## config.mk

```make
export PLATFORM = sky130hd
export DESIGN_NAME = ws2812_chain_flat
export DESIGN_NICKNAME = d
export VERILOG_FILES = /design/src/rtl/ws2812_chain_if.sv /design/src/rtl/ws2812_chain.sv /design/src/flat_wrapper.sv
export SDC_FILE = /design/constraint.sdc
export NUM_CORES = 1
export LEC_CHECK = 0
export BUFFER_PORTS_ARGS = -buffer_cell sky130_fd_sc_hd__buf_2
export CORE_UTILIZATION = 45
export DETAILED_ROUTE_END_ITERATION = 12
export PLACE_DENSITY = 0.63
export SLEW_MARGIN = 20
export SYNTH_ARGS = -nofsm -noshare
export SYNTH_HDL_FRONTEND = slang
export SYNTH_SLANG_ARGS = --single-unit
```

## constraint.sdc

```tcl
create_clock -name clk_i -period 2.9 [get_ports clk_i]
set_clock_uncertainty 0.05 [all_clocks]
set_input_delay 0.435 -clock clk_i [delete_from_list [all_inputs] [get_ports clk_i]]
set_output_delay 0.435 -clock clk_i [all_outputs]
set_load 0.1 [all_outputs]
```

## src/rtl/ws2812_chain_if.sv

```systemverilog
// CPU IO-bus register window of the WS2812 chain driver.
// The CPU side is the master; the chain driver is the slave.
interface ws2812_chain_if;
    logic       R_W_n;
    logic [2:0] reg_addr_i;
    logic [7:0] data_i;
    logic       led_cs;
    logic [7:0] data_o;

    modport master (
        output R_W_n,
        output reg_addr_i,
        output data_i,
        output led_cs,
        input  data_o
    );

    modport slave (
        input  R_W_n,
        input  reg_addr_i,
        input  data_i,
        input  led_cs,
        output data_o
    );
endinterface

```

## src/rtl/ws2812_chain.sv

```systemverilog
// WS2812 chain driver: NUM_LEDS x 24-bit pixel buffer behind an index/colour
// register window, streamed GRB MSB-first on commit, followed by a latch gap.
module ws2812_chain #(
    parameter int NUM_LEDS = 8,
    parameter int CLK_FRE  = 25_175_000,
    parameter int LATCH_US = 60
) (
    input  logic          clk_i,
    input  logic          rst_i,
    ws2812_chain_if.slave bus,
    output logic          ws2812
);
    localparam int KHZ    = CLK_FRE / 1000;
    localparam int T1H    = KHZ * 850 / 1_000_000;
    localparam int T1L    = KHZ * 400 / 1_000_000;
    localparam int T0H    = KHZ * 400 / 1_000_000;
    localparam int T0L    = KHZ * 850 / 1_000_000;
    localparam int LATCH  = KHZ * LATCH_US / 1000;
    localparam int T_BIT  = (T1H > T0L) ? T1H : T0L;
    localparam int T_MAX  = (LATCH > T_BIT) ? LATCH : T_BIT;
    localparam int CNT_W  = $clog2(T_MAX + 1);
    localparam int IDX_W  = (NUM_LEDS > 1) ? $clog2(NUM_LEDS) : 1;

    // Counters run from duration-1 down to zero, so each phase lasts exactly its duration.
    localparam logic [CNT_W-1:0] C_T1H   = CNT_W'(T1H - 1);
    localparam logic [CNT_W-1:0] C_T1L   = CNT_W'(T1L - 1);
    localparam logic [CNT_W-1:0] C_T0H   = CNT_W'(T0H - 1);
    localparam logic [CNT_W-1:0] C_T0L   = CNT_W'(T0L - 1);
    localparam logic [CNT_W-1:0] C_LATCH = CNT_W'(LATCH - 1);
    localparam logic [8:0]       NUM_W     = 9'(NUM_LEDS);
    localparam logic [IDX_W-1:0] LAST_PIX  = IDX_W'(NUM_LEDS - 1);
    localparam logic [7:0]       COUNT_VAL = 8'(NUM_LEDS - 1);

    typedef enum logic [2:0] {
        S_IDLE  = 3'd0,
        S_LOAD  = 3'd1,
        S_HIGH  = 3'd2,
        S_LOW   = 3'd3,
        S_LATCH = 3'd4
    } state_t;

    state_t           state_r;
    logic [IDX_W-1:0] pixel_r;
    logic [4:0]       bit_r;
    logic [23:0]      shift_r;
    logic [CNT_W-1:0] cnt_r;
    logic             busy_r;
    logic             pending_r;
    logic             ws_r;
    logic [7:0]       index_r;
    logic             autoinc_r;
    logic [7:0]       r_mem [NUM_LEDS];
    logic [7:0]       g_mem [NUM_LEDS];
    logic [7:0]       b_mem [NUM_LEDS];

    logic             wr_s;
    logic             commit_s;
    logic             in_range_s;
    logic [IDX_W-1:0] idx_s;
    logic [7:0]       rd_data_s;

    assign wr_s       = bus.led_cs & ~bus.R_W_n;
    assign commit_s   = wr_s & (bus.reg_addr_i == 3'd4) & bus.data_i[0];
    assign in_range_s = ({1'b0, index_r} < NUM_W);
    assign idx_s      = index_r[IDX_W-1:0];

    // CPU writes: INDEX, AUTOINC and the pixel buffer
    always_ff @(posedge clk_i) begin
        if (rst_i) begin
            index_r   <= 8'd0;
            autoinc_r <= 1'b0;
            for (int i = 0; i < NUM_LEDS; i++) begin
                r_mem[i] <= 8'd0;
                g_mem[i] <= 8'd0;
                b_mem[i] <= 8'd0;
            end
        end else if (wr_s) begin
            case (bus.reg_addr_i)
                3'd0: index_r <= bus.data_i;
                3'd1: if (in_range_s) r_mem[idx_s] <= bus.data_i;
                3'd2: if (in_range_s) g_mem[idx_s] <= bus.data_i;
                3'd3: begin
                    if (in_range_s) begin
                        b_mem[idx_s] <= bus.data_i;
                        if (autoinc_r) begin
                            index_r <= (idx_s == LAST_PIX) ? 8'd0 : index_r + 8'd1;
                        end
                    end
                end
                3'd4: autoinc_r <= bus.data_i[1];
                default: ;
            endcase
        end
    end

    // Register read mux; out-of-range pixel reads return zero
    always_comb begin
        rd_data_s = 8'd0;
        case (bus.reg_addr_i)
            3'd0: rd_data_s = index_r;
            3'd1: if (in_range_s) rd_data_s = r_mem[idx_s]; else rd_data_s = 8'd0;
            3'd2: if (in_range_s) rd_data_s = g_mem[idx_s]; else rd_data_s = 8'd0;
            3'd3: if (in_range_s) rd_data_s = b_mem[idx_s]; else rd_data_s = 8'd0;
            3'd4: rd_data_s = {busy_r, pending_r, 5'd0, autoinc_r};
            3'd5: rd_data_s = COUNT_VAL;
            default: rd_data_s = 8'd0;
        endcase
    end

    assign bus.data_o = rd_data_s;
    assign ws2812     = ws_r;

    // Frame sequencer; the pin follows HIGH one cycle later from a register
    always_ff @(posedge clk_i) begin
        if (rst_i) begin
            state_r   <= S_IDLE;
            pixel_r   <= '0;
            bit_r     <= 5'd0;
            shift_r   <= 24'd0;
            cnt_r     <= '0;
            busy_r    <= 1'b0;
            pending_r <= 1'b0;
            ws_r      <= 1'b0;
        end else begin
            ws_r <= (state_r == S_HIGH);
            if (commit_s && busy_r) begin
                pending_r <= 1'b1;
            end
            case (state_r)
                S_IDLE: begin
                    if (commit_s) begin
                        state_r <= S_LOAD;
                        pixel_r <= '0;
                        busy_r  <= 1'b1;
                    end
                end
                S_LOAD: begin
                    shift_r <= {g_mem[pixel_r], r_mem[pixel_r], b_mem[pixel_r]};
                    bit_r   <= 5'd23;
                    cnt_r   <= g_mem[pixel_r][7] ? C_T1H : C_T0H;
                    state_r <= S_HIGH;
                end
                S_HIGH: begin
                    if (cnt_r == '0) begin
                        state_r <= S_LOW;
                        cnt_r   <= shift_r[23] ? C_T1L : C_T0L;
                    end else begin
                        cnt_r <= cnt_r - CNT_W'(1);
                    end
                end
                S_LOW: begin
                    if (cnt_r != '0) begin
                        cnt_r <= cnt_r - CNT_W'(1);
                    end else if (bit_r != 5'd0) begin
                        bit_r   <= bit_r - 5'd1;
                        shift_r <= {shift_r[22:0], 1'b0};
                        cnt_r   <= shift_r[22] ? C_T1H : C_T0H;
                        state_r <= S_HIGH;
                    end else if (pixel_r != LAST_PIX) begin
                        pixel_r <= pixel_r + IDX_W'(1);
                        state_r <= S_LOAD;
                    end else begin
                        cnt_r   <= C_LATCH;
                        state_r <= S_LATCH;
                    end
                end
                S_LATCH: begin
                    if (cnt_r != '0) begin
                        cnt_r <= cnt_r - CNT_W'(1);
                    end else if (pending_r || commit_s) begin
                        // A commit landing on the final latch cycle is served here too.
                        pending_r <= 1'b0;
                        pixel_r   <= '0;
                        state_r   <= S_LOAD;
                    end else begin
                        busy_r  <= 1'b0;
                        state_r <= S_IDLE;
                    end
                end
                default: begin
                    busy_r  <= 1'b0;
                    state_r <= S_IDLE;
                end
            endcase
        end
    end
endmodule

```

## src/flat_wrapper.sv

```systemverilog
// flat-port wrapper written by rule: the top's interface ports become plain ports
module ws2812_chain_flat 
#(
    parameter int NUM_LEDS = 8,
    parameter int CLK_FRE  = 25_175_000,
    parameter int LATCH_US = 60
)
  (clk_i, rst_i, ws2812, bus_R_W_n, bus_reg_addr_i, bus_data_i, bus_led_cs, bus_data_o);
  ws2812_chain_if bus_i ();
  input  logic clk_i;
  input  logic rst_i;
  output logic ws2812;
  input wire logic [$bits(bus_i.R_W_n)-1:0] bus_R_W_n;
  input wire logic [$bits(bus_i.reg_addr_i)-1:0] bus_reg_addr_i;
  input wire logic [$bits(bus_i.data_i)-1:0] bus_data_i;
  input wire logic [$bits(bus_i.led_cs)-1:0] bus_led_cs;
  output wire logic [$bits(bus_i.data_o)-1:0] bus_data_o;
  assign bus_i.R_W_n = bus_R_W_n;
  assign bus_i.reg_addr_i = bus_reg_addr_i;
  assign bus_i.data_i = bus_data_i;
  assign bus_i.led_cs = bus_led_cs;
  assign bus_data_o = bus_i.data_o;
  ws2812_chain #(.NUM_LEDS(NUM_LEDS), .CLK_FRE(CLK_FRE), .LATCH_US(LATCH_US)) u_core (.clk_i(clk_i), .rst_i(rst_i), .bus(bus_i), .ws2812(ws2812));
endmodule
```

==> key figures, run 1 <==
Outcome
  – Result of the run: finished, violations left
  – Failing checks: setup timing

Synth
  – #FFs+latches synth: 256
  – Syn Inst Count: 1087
  – Synth Net Count: 1110
  – Largest cells by area after synthesis: edfxtp_1 (42%), mux4_2 (16%), dfxtp_1 (9.4%)
  – Synth Area per Inst: 12.5 µm²
  – Synth Warn #: 0
  – Post-synthesis sequential area ratio: 51.7%
  – Synth cell types: 65
  – Asr flop ratio synth: 0%
  – Main synth FF type: edfxtp_1
  – Number of synthesized flops with an enable pin: 192
  – Top cell type's share of synthesized area: 42.3%
  – Mapped cell area: 13600 µm²
  – Post-synth top area cell: edfxtp_1

Floorplanning
  – # rows: 63
  – Initial Util: 45.8%
  – Die height: 176 µm
  – DIE WIDTH: 176 µm
  – Core footprint: 29700 µm²
  – DIE AREA: 31000 µm²
  – IO Count: 24

Critical path
  – Arr. time, crit path: 2700 ps
  – Crit path max fanout: 8
  – Slowest cell on crit path: mux4_2
  – Setup CP Type: reg2out
  – CP required: 2410 ps
  – Top delay family on crit path: multiplexers
  – Startpoint Class: flip-flop
  – Cell Chain, Critical Path: buf_6 > buf_16 > mux4_2 > mux2i_2 > nor2_1 > a211o_1 > buf_12
  – Critical Path Max Stage Delay: 540 ps
  – Critical path endpoint category: output port
  – Buf+Inv Stages, Crit Path: 3

Cells and area
  – Area grow syn2layout: 15.2%
  – Fin nets: 1146
  – Fraction of layout instances using a drive strength above 1: 24.2%
  – Design Area, Final: 15700 µm²
  – Most frequent cells in the layout: and2_1 (193), edfxtp_1 (192), mux4_2 (96)
  – N_diodes: 0
  – Commonest non-fill, non-tap cell in the layout: and2_1

Clocking
  – Bufs on Longest Clock Path: 3
  – Root Driver: clkbuf_16
  – Worst-path clk slew: 60 ps
  – CTS tree: done
  – Num CTS Buffers: 28
  – H-tree levels: 1
  – Latest clock arrival within the worst-skew pair: 550 ps
  – CTS sink cnt: 256

Power
  – Sw Ratio: 30.1%
  – Internal: 7.11 mW
  – Final Power: 10.2 mW
  – Comb pwr share: 22.2%
  – P_leak: 5.40 nW
  – Max VDD drop: 0.000426 V
  – PwrDens: 648 nW/µm²
  – Sw Pwr: 3.06 mW
  – Flop pwr share: 43.1%
  – Clock power share: 34.7%

Detailed routing
  – Via count: 9136
  – Via density per instance: 5.96
  – DR WL/cell: 23.3 µm
  – TritonRoute pass-1 iters: 5
  – DRC: 0
  – Post-route ant nets: 0
  – Initial drt markers: 869
  – Routed wire length: 35700 µm

Placed design
  – Post-DP HPWL: 24200 µm
  – Pre-CTS setup slack: 159 ps
  – PortBufs: 23
  – Post-DP Area: 14400 µm²
  – Routability cong.: 0.874

Timing
  – Setup TNS: -1900 ps
  – Final Worst Setup Slack: -281 ps
  – Slew Viols, Final: 0
  – Worst Max-Slew Pin Slew: 769 ps
  – Setup violations, final: 8
  – Unrepaired setup endpoints after global routing: true
  – Final period util: 110%
  – Slew headroom: 48.0%
  – Hold Fails Final Rpt: 0
  – Peak Freq: 0.314 GHz
  – Hold WS: 300 ps
  – Tmin final: 3180 ps

Global routing
  – Total GRT Usage: 24.1%
  – Vias in the first global route: 9256
  – First-pass GRT wire length: 55700 µm
  – Overflow after GRT: 0
  – Largest net degree at the start of global routing: 59
  – Initial antenna violation count: 0

Job
  – Maxcap violations: 0

Min path
  – Hold Path Class: in2reg
==> per-layer routing <==
layer,track usage (%),up-vias,routed length [µm]
li1,-,4163,-
met1,31.9,4661,15200
met2,40.6,249,17500
met3,4.54,63,2030
met4,6.63,0,958
met5,0,-,0
==> logic make-up after synthesis <==
logic type / after synthesis / share of synthesized area [%]
xor+xnor: 5 / 0.322
flops: 256 / 51.7
simple gates: 394 / 16.3
mux: 148 / 19.7
fa+ha+maj: 8 / 0.735
buf+inv: 111 / 3.39
compound gates: 165 / 7.74
==> worst reg2reg max path, stage by stage, from the launching register on <==
cell and delay (ps):
dfxtp_1 360, nor3_1 280, and2_1 240, and3_1 210
nand3_1 410, nor2_1 630, and2_1 220
==> flip-flops by register name, summed over array words and instances (netlist names), named ones only <==
name              flops
u_core.b_mem         64
u_core.g_mem         64
u_core.r_mem         64
u_core.state_r        3
u_core.index_r        8
u_core.shift_r       24
u_core.bit_r          5
u_core.autoinc_r      1
u_core.cnt_r         11
u_core.ws2812         1
u_core.pixel_r        3
u_core.busy_r         1
u_core.pending_r      1
==> what timing repair did <==
item,4_1_cts,5_1_grt
gates cloned,3,0
endpoints found under the setup margin,8,8
hold buffers,0,0
gates resized for setup,69,1
buffers inserted,8,0
pin swaps,10,3
==> layout make-up <==
type                       count  area (µm²)
tap                          390         488
multi-input combinational    720        6290
clock buffer                  40         802
inverter                      31         116
clock inverter                 9        95.1
fill                        2470       14000
timing repair buffer          86         850
sequential                   256        7060
==> metrics by stage <==
step / instances / util (%)
after global placement: 1473 / 48.3
after detailed placement: 1473 / 48.3
after CTS: 1533 / 52.9
after floorplan: 1087 / -
final: 1532 / 52.8
after global routing: 1532 / 52.8
==> synthesized netlist by cell type, types with 4 or more instances <==
cell,instances
mux2i_1,47
ha_1,8
a31oi_1,4
o21ai_1,6
o21ai_0,34
clkbuf_1,53
inv_1,31
nand3_1,13
nand2_1,34
dfxtp_1,64
nor3_1,9
nand2b_1,9
buf_2,18
mux2_2,5
mux4_2,96
nand3b_1,5
a22oi_1,4
nor2_1,86
a221oi_1,25
or3_1,10
buf_4,4
and2_1,193
a211oi_1,5
a21oi_1,54
o22ai_1,9
nor2b_1,5
buf_1,4
edfxtp_1,192
a211o_1,6
==> power groups by stage <==
stage	Clock (mW)	Combinational, mW	Sequential, mW
after floorplan	0	1.65	4.37
after global placement	0	2.14	4.44
after detailed placement	0	2.18	4.45
after CTS	3.57	2.26	4.38
after global routing	3.72	2.49	4.41
final	3.53	2.26	4.38
==> path summary, 6_finish.rpt <==
path	endpoint	cells after the start	slack [ps]	start
worst max-delay path	bus_data_o[5]	7	-280	flip-flop
worst min-delay path	u_core.autoinc_r$_SDFFE_PP0N_	4	300	bus_reg_addr_i[2]
worst max register to register	u_core.g_mem[0][2]$_SDFFCE_PN0P_	6	360	u_core.index_r[5]$_SDFFE_PP0N_
worst min register to register	flip-flop	2	420	u_core.pixel_r[1]$_SDFFE_PP0P_
No activity file was read; power rests on OpenSTA's default activity.
==> run 2, diff against run 1 <==
--- a/config.mk
+++ b/config.mk
@@ -5,6 +5,7 @@
 export SDC_FILE = /design/constraint.sdc
 export NUM_CORES = 1
 export LEC_CHECK = 0
+export ABC_AREA = 1
 export BUFFER_PORTS_ARGS = -buffer_cell sky130_fd_sc_hd__buf_2
 export CORE_UTILIZATION = 45
 export DETAILED_ROUTE_END_ITERATION = 12
==> run 2 against run 1 <==
Compared with the run above:
- the run now ends clean
- first-iteration DRC count increased by 110%
- via count increased by 37%
- design area decreased by 0.58%
- count of clock-buffer cells in the layout decreased by 6
- largest cell class unchanged
==> key figures, run 2 <==
Synth
  – Synth Warn #: 0 (unchanged)
  – Post-synthesis sequential area ratio: 51.3% (was 51.7%)
  – Syn Inst Count: 1720 (was 1087)
  – Mapped cell area: 13700 µm² (was 13600 µm²)
  – Post-synth top area cell: edfxtp_1 (unchanged)
  – Synth cell types: 38 (was 65)
  – #FFs+latches synth: 256 (unchanged)
  – Synth Net Count: 1743 (was 1110)
  – Most common cell in the synthesized netlist: nor2_1 (was and2_1)
  – Asr flop ratio synth: 0% (unchanged)
  – Top cell type's share of synthesized area: 42.0% (was 42.3%)
  – Main synth FF type: edfxtp_1 (unchanged)
  – Synth Area per Inst: 7.99 µm² (was 12.5 µm²)
  – Largest cells by area after synthesis: edfxtp_1 (42%), nor2_1 (14%), dfxtp_1 (9.3%) (was edfxtp_1 (42%), mux4_2 (16%), dfxtp_1 (9.4%))
  – Number of synthesized flops with an enable pin: 192 (unchanged)
  – Synth top cells by count: nor2_1 (511), nand2_1 (219), o21ai_0 (211) (was and2_1 (193), edfxtp_1 (192), mux4_2 (96))

Power
  – Max VDD drop: 0.000518 V (was 0.000426 V)
  – Final Power: 10.8 mW (was 10.2 mW)
  – PwrDens: 692 nW/µm² (was 648 nW/µm²)
  – P_leak: 6.26 nW (was 5.40 nW)

Placed design
  – Post-DP HPWL: 28800 µm (was 24200 µm)
  – Pre-CTS setup slack: 301 ps (was 159 ps)
  – Routability cong.: 0.945 (was 0.874)
  – PortBufs: 23 (unchanged)

Timing
  – Setup violations, final: 0 (was 8)
  – Final Worst Setup Slack: 1.62 ps (was -281 ps)
  – Tmin final: 2900 ps (was 3180 ps)
  – Final period util: 99.9% (was 110%)
  – Slew Viols, Final: 0 (unchanged)
  – Peak Freq: 0.345 GHz (was 0.314 GHz)
  – Slew headroom: 32.4% (was 48.0%)
  – Setup TNS: 0 ps (was -1900 ps)
  – Worst Max-Slew Pin Slew: 1010 ps (was 769 ps)
  – Hold Fails Final Rpt: 0 (unchanged)

Critical path
  – Setup CP Type: reg2out (unchanged)
  – Critical path endpoint category: output port (unchanged)
  – Critical Path Max Stage Delay: 540 ps (about the same)
  – CP required: 2410 ps (about the same)
  – Cell mode on critical path: buf_12
  – Arr. time, crit path: 2410 ps (was 2700 ps)
  – Startpoint Class: flip-flop (unchanged)
  – Crit path max fanout: 28 (was 8)
  – Cell Chain, Critical Path: buf_12 > o21ai_0 > o211ai_1 > nand3_1 > o2111ai_2 > buf_12 (was buf_6 > buf_16 > mux4_2 > mux2i_2 > nor2_1 > a211o_1 > buf_12)
  – Slowest cell on crit path: o211ai_1 (was mux4_2)

Floorplanning
  – DIE AREA: 31200 µm² (was 31000 µm²)
  – # rows: 63 (unchanged)
  – DIE WIDTH: 177 µm (was 176 µm)
  – IO Count: 24 (unchanged)
  – Initial Util: 46.0% (was 45.8%)
  – Die height: 177 µm (was 176 µm)
  – Core footprint: 29900 µm² (was 29700 µm²)

Job
  – Maxcap violations: 0 (unchanged)

Detailed routing
  – Routed wire length: 44200 µm (was 35700 µm)
  – Via count: 12500 (was 9136)
  – TritonRoute pass-1 iters: 8 (was 5)
  – Post-route ant nets: 0 (unchanged)
  – Via density per instance: 5.88 (was 5.96)
  – DR WL/cell: 20.8 µm (was 23.3 µm)
  – Initial drt markers: 1846 (was 869)
  – DRC: 0 (unchanged)

Cells and area
  – Fraction of layout instances using a drive strength above 1: 10.7% (was 24.2%)
  – Most frequent cells in the layout: nor2_1 (511), nand2_1 (219), o21ai_0 (207) (was and2_1 (193), edfxtp_1 (192), mux4_2 (96))
  – N_diodes: 0 (unchanged)
  – Fin nets: 1742 (was 1146)
  – Top Registers: u_core.b_mem x64, u_core.g_mem x64, u_core.r_mem x64 (unchanged)
  – Area grow syn2layout: 13.6% (was 15.2%)
  – Filler cells: 2748 (was 2470)
  – Commonest non-fill, non-tap cell in the layout: nor2_1 (was and2_1)

Global routing
  – Initial antenna violation count: 0 (unchanged)
  – Overflow after GRT: 0 (unchanged)
  – Largest net degree at the start of global routing: 97 (was 59)
  – First-pass GRT wire length: 66400 µm (was 55700 µm)
  – Vias in the first global route: 11300 (was 9256)
  – Total GRT Usage: 27.9% (was 24.1%)

Clocking
  – H-tree levels: 1 (unchanged)
  – Latest clock arrival within the worst-skew pair: 560 ps (was 550 ps)
  – Bufs on Longest Clock Path: 3 (unchanged)
  – CTS sink cnt: 256 (unchanged)
  – CTS tree: done (unchanged)
  – Root Driver: clkbuf_16 (unchanged)
  – Num CTS Buffers: 29 (was 28)
  – Worst-path clk slew: 60 ps (about the same)

Outcome
  – Result of the run: finished, final reports clean (was finished, violations left)

Min path
  – Hold Path Class: in2reg (unchanged)
## run 2: cell count changes after synthesis, moves of 26 or more
cell      before  now
o211ai_1       1   50
and2_1       193    0
o21ai_0       34  211
mux2i_1       47    0
nor2_1        86  511
inv_1         31   65
mux4_2        96    0
nand2_1       34  219
clkbuf_1      53   79
nand3_1       13   88
o22ai_1        9   49
## run 2: stage by stage
stage	utilization, %	std cells	area (µm²)	hold WS, ps
floorplan	-	1720	13700	389
global placement	48.2	2074	14400	400
detailed placement	48.2	2074	14400	405
CTS	52.0	2129	15500	89.2
global route	52.2	2131	15600	110
finish	52.2	2131	15600	105
## run 2: cell type report
class                   instances  area [µm²]  area share, %
clock inverters                19         282           1.80
well taps                     390         488           3.13
clock buffers                  34         774           4.96
repair buffers                 78         772           4.95
multi-input cells            1279        5950           38.1
flip-flops and latches        256        7050           45.2
inverters                      75         284           1.82
## run 2: kinds of logic after synthesis
family / synth area share (%)
compound gates: 15.5
xor+xnor: 0.574
fa+ha+maj: 0.729
buf+inv: 5.47
flops: 51.3
simple gates: 26.5
## run 2: repair_timing
item / CTS / global route
hold buffers: 0 / 0
pin swaps: 2 / 5
setup buffers: 0 / 1
setup endpoints to repair: 8 / 7
gates resized for setup: 10 / 14
cloned: 2 / 1
## run 2: worst paths after layout
check | startpoint | end | slack, ps | cells past startpoint
worst max register to register | u_core.bit_r[0]$_SDFFE_PP0P_ | u_core.cnt_r[0]$_SDFFE_PP0P_ | 580 | 11
worst max-delay path | flip-flop | bus_data_o[3] | 2 | 6
worst min register to register | u_core.shift_r[14]$_SDFFE_PP0P_ | u_core.shift_r[14]$_SDFFE_PP0P_ | 410 | 2
worst min-delay path | bus_data_i[5] | u_core.index_r[5]$_SDFFE_PP0N_ | 100 | 3
## run 2: power breakdown
part | total [mW] | leakage [nW] | internal, mW | switching, mW
Sequential | 4.22 | 2.50 | 4.10 | 0.119
Combinational | 2.52 | 3.24 | 0.700 | 1.82
Clock | 4.05 | 0.518 | 2.53 | 1.53
## run 2: worst max-delay path: cells and delay by family, from the launching register on
family	cells	cell delay, ps
simple gates	1	180
buf+inv	2	420
flops	1	420
compound gates	3	810
## run 2: routing by layer
layer  GRT usage [%]  share of wire [%]
met1            36.4                 40
met2            46.1                 47
met3            5.20                9.3
met4            10.2                4.1
met5               0                  0
